File: src/rtl/reg_file_sb.sv
// reg_file_sb: integer register file with per-register busy scoreboard.
// Two combinational read ports, one synchronous write port, a post-reset
// init sweep, claim/clear busy tracking and an optional write-to-read bypass.
module reg_file_sb #(
  parameter int DATA_W    = 32,
  parameter int ADDR_W    = 5,
  parameter int BYPASS    = 1,
  parameter int INIT_MODE = 1
) (
  input  logic              clock,
  input  logic              reset,
  output logic              ready,
  input  logic [ADDR_W-1:0] read_reg_num1,
  output logic [DATA_W-1:0] read_data1,
  output logic              read_busy1,
  input  logic [ADDR_W-1:0] read_reg_num2,
  output logic [DATA_W-1:0] read_data2,
  output logic              read_busy2,
  input  logic              regwrite,
  input  logic [ADDR_W-1:0] write_reg,
  input  logic [DATA_W-1:0] write_data,
  input  logic              claim_en,
  input  logic [ADDR_W-1:0] claim_reg,
  output logic [ADDR_W:0]   busy_count
);

  localparam int N = 2 ** ADDR_W;

  typedef enum logic {ST_INIT, ST_RUN} state_t;

  state_t            state;
  state_t            state_nxt;
  logic [ADDR_W-1:0] init_ptr;
  logic [DATA_W-1:0] init_val;
  logic [DATA_W-1:0] mem [N];
  logic [N-1:0]      busy;
  logic              run;
  logic              write_ok;
  logic              claim_ok;
  logic              cnt_inc;
  logic              cnt_dec;

  assign run      = (state == ST_RUN);
  assign ready    = run;
  assign write_ok = run && regwrite && (write_reg != '0);
  assign claim_ok = run && claim_en && (claim_reg != '0);
  assign init_val = (INIT_MODE != 0) ? DATA_W'(init_ptr) : '0;

  // busy_count moves only when a bit actually flips; a same-register
  // claim+write leaves the bit set, so the write never decrements then
  assign cnt_inc  = claim_ok && !busy[claim_reg];
  assign cnt_dec  = write_ok && busy[write_reg] &&
                    !(claim_ok && (claim_reg == write_reg));

  // State register
  always_ff @(posedge clock or negedge reset) begin
    if (!reset) state <= ST_INIT;
    else        state <= state_nxt;
  end

  // Next-state: leave INIT on the edge that writes the last entry
  always_comb begin
    state_nxt = state;
    if (state == ST_INIT && (&init_ptr)) state_nxt = ST_RUN;
  end

  // Init sweep pointer
  always_ff @(posedge clock or negedge reset) begin
    if (!reset)                init_ptr <= '0;
    else if (state == ST_INIT) init_ptr <= init_ptr + 1'b1;
  end

  // Storage: sweep writes during INIT, writeback port during RUN (no reset)
  always_ff @(posedge clock) begin
    if (state == ST_INIT) mem[init_ptr]  <= init_val;
    else if (write_ok)    mem[write_reg] <= write_data;
  end

  // Busy bits: writeback clears, claim sets; claim is last so it wins
  always_ff @(posedge clock or negedge reset) begin
    if (!reset) begin
      busy <= '0;
    end else begin
      if (write_ok) busy[write_reg] <= 1'b0;
      if (claim_ok) busy[claim_reg] <= 1'b1;
    end
  end

  // Running popcount of the busy vector
  always_ff @(posedge clock or negedge reset) begin
    if (!reset) begin
      busy_count <= '0;
    end else begin
      case ({cnt_inc, cnt_dec})
        2'b10:   busy_count <= busy_count + 1'b1;
        2'b01:   busy_count <= busy_count - 1'b1;
        default: busy_count <= busy_count;
      endcase
    end
  end

  // Read port 1: x0 and INIT read as zero, optional same-cycle forwarding
  always_comb begin
    read_data1 = '0;
    read_busy1 = 1'b0;
    if (run && read_reg_num1 != '0) begin
      if (BYPASS != 0 && regwrite && write_reg == read_reg_num1) begin
        read_data1 = write_data;
      end else begin
        read_data1 = mem[read_reg_num1];
        read_busy1 = busy[read_reg_num1];
      end
    end
  end

  // Read port 2: same behaviour as port 1
  always_comb begin
    read_data2 = '0;
    read_busy2 = 1'b0;
    if (run && read_reg_num2 != '0) begin
      if (BYPASS != 0 && regwrite && write_reg == read_reg_num2) begin
        read_data2 = write_data;
      end else begin
        read_data2 = mem[read_reg_num2];
        read_busy2 = busy[read_reg_num2];
      end
    end
  end

endmodule

File: config.mk
export PLATFORM = sky130hd
export DESIGN_NAME = reg_file_sb
export DESIGN_NICKNAME = d
export VERILOG_FILES = /design/src/rtl/reg_file_sb.sv
export SDC_FILE = /design/constraint.sdc
export NUM_CORES = 1
export LEC_CHECK = 0
export CAP_MARGIN = 0
export CORE_ASPECT_RATIO = 2
export CORE_MARGIN = 1
export CORE_UTILIZATION = 50
export CTS_BUF_LIST = sky130_fd_sc_hd__clkbuf_4
export DETAILED_ROUTE_END_ITERATION = 10
export PLACE_DENSITY = 0.7
export RECOVER_POWER = 50
export SLEW_MARGIN = 10
export SYNTH_ARGS = -nofsm -noshare
export SYNTH_HDL_FRONTEND = slang
export SYNTH_SLANG_ARGS = --single-unit
File: constraint.sdc
create_clock -name clock -period 3.7 [get_ports clock]
set_input_delay 0.74 -clock clock [delete_from_list [all_inputs] [get_ports clock]]
set_output_delay 0.74 -clock clock [all_outputs]
set_load 0.02 [all_outputs]
==> run summary, run 1 <==
Core area: 102000 um^2
Worst hold slack: 0.117 ns
Final Slew Violations: 45
Initial drt markers: 4374
Vias: 36200
Slew at the pin closest to its max-slew limit: 2.66 ns
Flops & latches, synth: 1068
Wire per inst: 35.9 um
DR pass1 iterations: 6
LEAKAGE: 23.2 nW
Number of global-route vias before repair: 37800
Start-to-end type of the worst setup path: reg -> reg
Failing checks: capacitance limit, slew limit, setup timing
Proportion of power drawn by the clock network: 34.1%
Avg Inst Size Synth: 17.4 um^2
Place WS: -0.696 ns
Grt ovf: 0
CTS sink count: 1068
Synth warnings: 0
Gr usage total: 35.5%
Cell Area, Placed: 59500 um^2
Critical Path Start Type: flop
Max-cap viol count: 1
Fmax: 263 MHz
Cell Rows: 166
Total die area: 104000 um^2
Hpwl dp: 119000 um
Setup TNS: -3.65 ns
Most Frequent Cell on Critical Path: buf_4
Max-slew headroom: -77.6%
Unique masters post-synth: 68
Syn Nets: 3027
Post-Route WL: 185000 um
Pint: 18.9 mW
Clock root cell: clkbuf_4
DRC violations left: 0
Fraction of layout cells with a size suffix above 1: 39.8%
Die Y: 456 um
Final ANT Viol Nets: 0
Seq pwr share: 52.1%
Worst-Skew Late Latency: 1.18 ns
First-pass GRT wire length: 262000 um
CP max stage delay: 0.66 ns
Yosys top cell by area: edfxtp_1
CP endpoint kind: flop
Pin count of the biggest net entering global routing: 45
Mapped cell area: 51500 um^2
Clock Skew: 0.0798 ns
Run status: complete, but fails checks
CTS tree: built
Antenna violations before repair: 5
Ports: 129
Final min period: 3.80 ns
Top cell type's share of synthesized area: 59.7%
Combinational share of power: 13.8%
Fin crit share: 103%
Inst Count DP: 4682
GPL Wtd Cong: 0.948
Layout area overhead: 22.0%
Finished Cell Area: 62900 um^2
Crit-path slowest cell: dlymetal6s2s_1
Ys flop type: edfxtp_1
Worst Path Max Fanout: 17
Most frequent cell after synthesis: edfxtp_1
Switch Pwr: 6.87 mW
Leading post-synthesis cells by cell area: edfxtp_1 (60%), mux4_2 (17%), mux2i_1 (6.3%), dfrtp_1 (2.1%), a221oi_1 (1.6%)
CP Data Arrival Time: 4.57 ns
HP Class: in -> reg
Final hold violation count: 0
Sequential element share of the synthesized area: 61.8%
Layout Cells excl Fill: 5160
Number of synthesized flops with an enable pin: 1024
Async S/R FF share, synth: 4.12%
RSZ-0062 raised after global routing: true
Final core utilization: 61.5%
Htree depth: 4
Endpoints failing setup: 117
Worst-path clk slew: 0.08 ns
PD cells: 411 nW/um^2
R2R Setup Slk: -0.10 ns
Worst path cell trace: buf_4 -> buf_4 -> o311a_2 -> dlymetal6s2s_1 -> mux2_1 -> nand2_1 -> nor2_1 -> clkbuf_4
Port Buffers: 128
Top cells by count, synth: edfxtp_1 (1024), mux4_2 (386), mux2i_1 (324), clkbuf_1 (112), o21ai_0 (101)
Initial Util: 50.4%
Fill count: 7470
Cells after synthesis: 2963
Total power: 25.8 mW
Worst ir drop on vdd: 0.301 mV
Layout Nets: 3688
Switching share of total power: 26.6%
Setup slack after layout: -0.103 ns
Die X: 229 um
CTS buffer count: 226
Critical Path RT: 4.46 ns
Via-to-Cell Ratio: 7.01
Max clock buf depth: 3
path summary, 6_finish.rpt:
kind | cells after the start | to | from
hold reg to reg | 0 | busy[0] | busy[0]
max in group asynchronous | 2 | busy[7] | reset
setup reg to reg | 8 | mem[7][16] | ready
setup / recovery | 8 | mem[7][16] | ready
hold / removal | 4 | busy[31] | write_reg[4]
min in group asynchronous | 2 | busy_count[1] | reset
worst max-delay path, delay by kind of cell (launching register included):
kind | cells | cell delay, ns
mux | 1 | 0.54
simple gates | 2 | 0.52
flops | 1 | 0.45
buf+inv | 4 | 1.58
compound gates | 1 | 0.25
flip-flops by register name, indices dropped and copies added, names as in the netlist:
name,flops
mem,1024
init_ptr,5
busy,32
ready,1
busy_count,6
power groups by stage:
stage          Combinational [mW]  Sequential (mW)  Clock (mW)
2_1_floorplan                1.77             13.7           0
3_3_place_gp                 3.38             13.7           0
3_5_place_dp                 3.43             13.7           0
4_1_cts                      3.54             13.4        8.90
5_1_grt                      3.68             13.5        9.39
6_report                     3.56             13.5        8.79
layer usage:
layer	up-vias	global-route usage [%]	part of all wire (%)
met1	18300	39.7	31
met4	2	27.5	9.2
met3	893	9.08	11
met5	-	0	0.0081
met2	2848	58.0	49
li1	14100	-	-
timing repair:
action / in CTS / in global routing
buffers inserted: 37 / 21
hold buffers: 1 / 0
pin swaps: 138 / 41
endpoints found under the setup margin: 66 / 66
cloned: 1 / 2
resized for setup: 468 / 42
hold endpoints to repair: 44 / 0
layout by cell type, fill, tap and decap left out, types with 47 or more instances in the layout:
cell type,synthesis,routed
a22oi_1,69,55
buf_4,20,354
clkinv_1,1,87
mux4_2,386,386
mux2i_1,324,324
a21oi_2,2,55
clkbuf_4,0,292
edfxtp_1,1024,1024
a22o_1,89,88
clkdlybuf4s50_1,0,47
buf_12,0,140
a221oi_1,92,90
buf_6,23,76
o21ai_0,101,99
cell families (layout without fill, tap and decap cells):
family | after synthesis | in the layout | synth area share, %
mux | 721 | 721 | 23.4
flops | 1068 | 1068 | 61.8
fa+ha+maj | 8 | 8 | 0.209
buf+inv | 264 | 1113 | 2.61
compound gates | 646 | 646 | 9.13
simple gates | 233 | 233 | 2.41
xor+xnor | 23 | 23 | 0.391
other cells | 0 | 4 | 0
layout make-up:
type,instances,area [um^2],share of cell area (%)
flip-flops and latches,1068,31900,50.7
inverters,11,41.3,0.0657
diodes,4,10.0,0.0159
well taps,1344,1680,2.68
multi-input cells,1631,19200,30.5
clock buffers,287,2150,3.43
clock inverters,129,678,1.08
repair buffers,686,7260,11.5
No activity file was read; power rests on OpenSTA's default activity.
==> run 2, diff against run 1 <==
- GPL_TIMING_DRIVEN: not set -> 1
==> results of run 2 <==
Same layout as run 1: the final DEF is identical, and so are final timing and power.
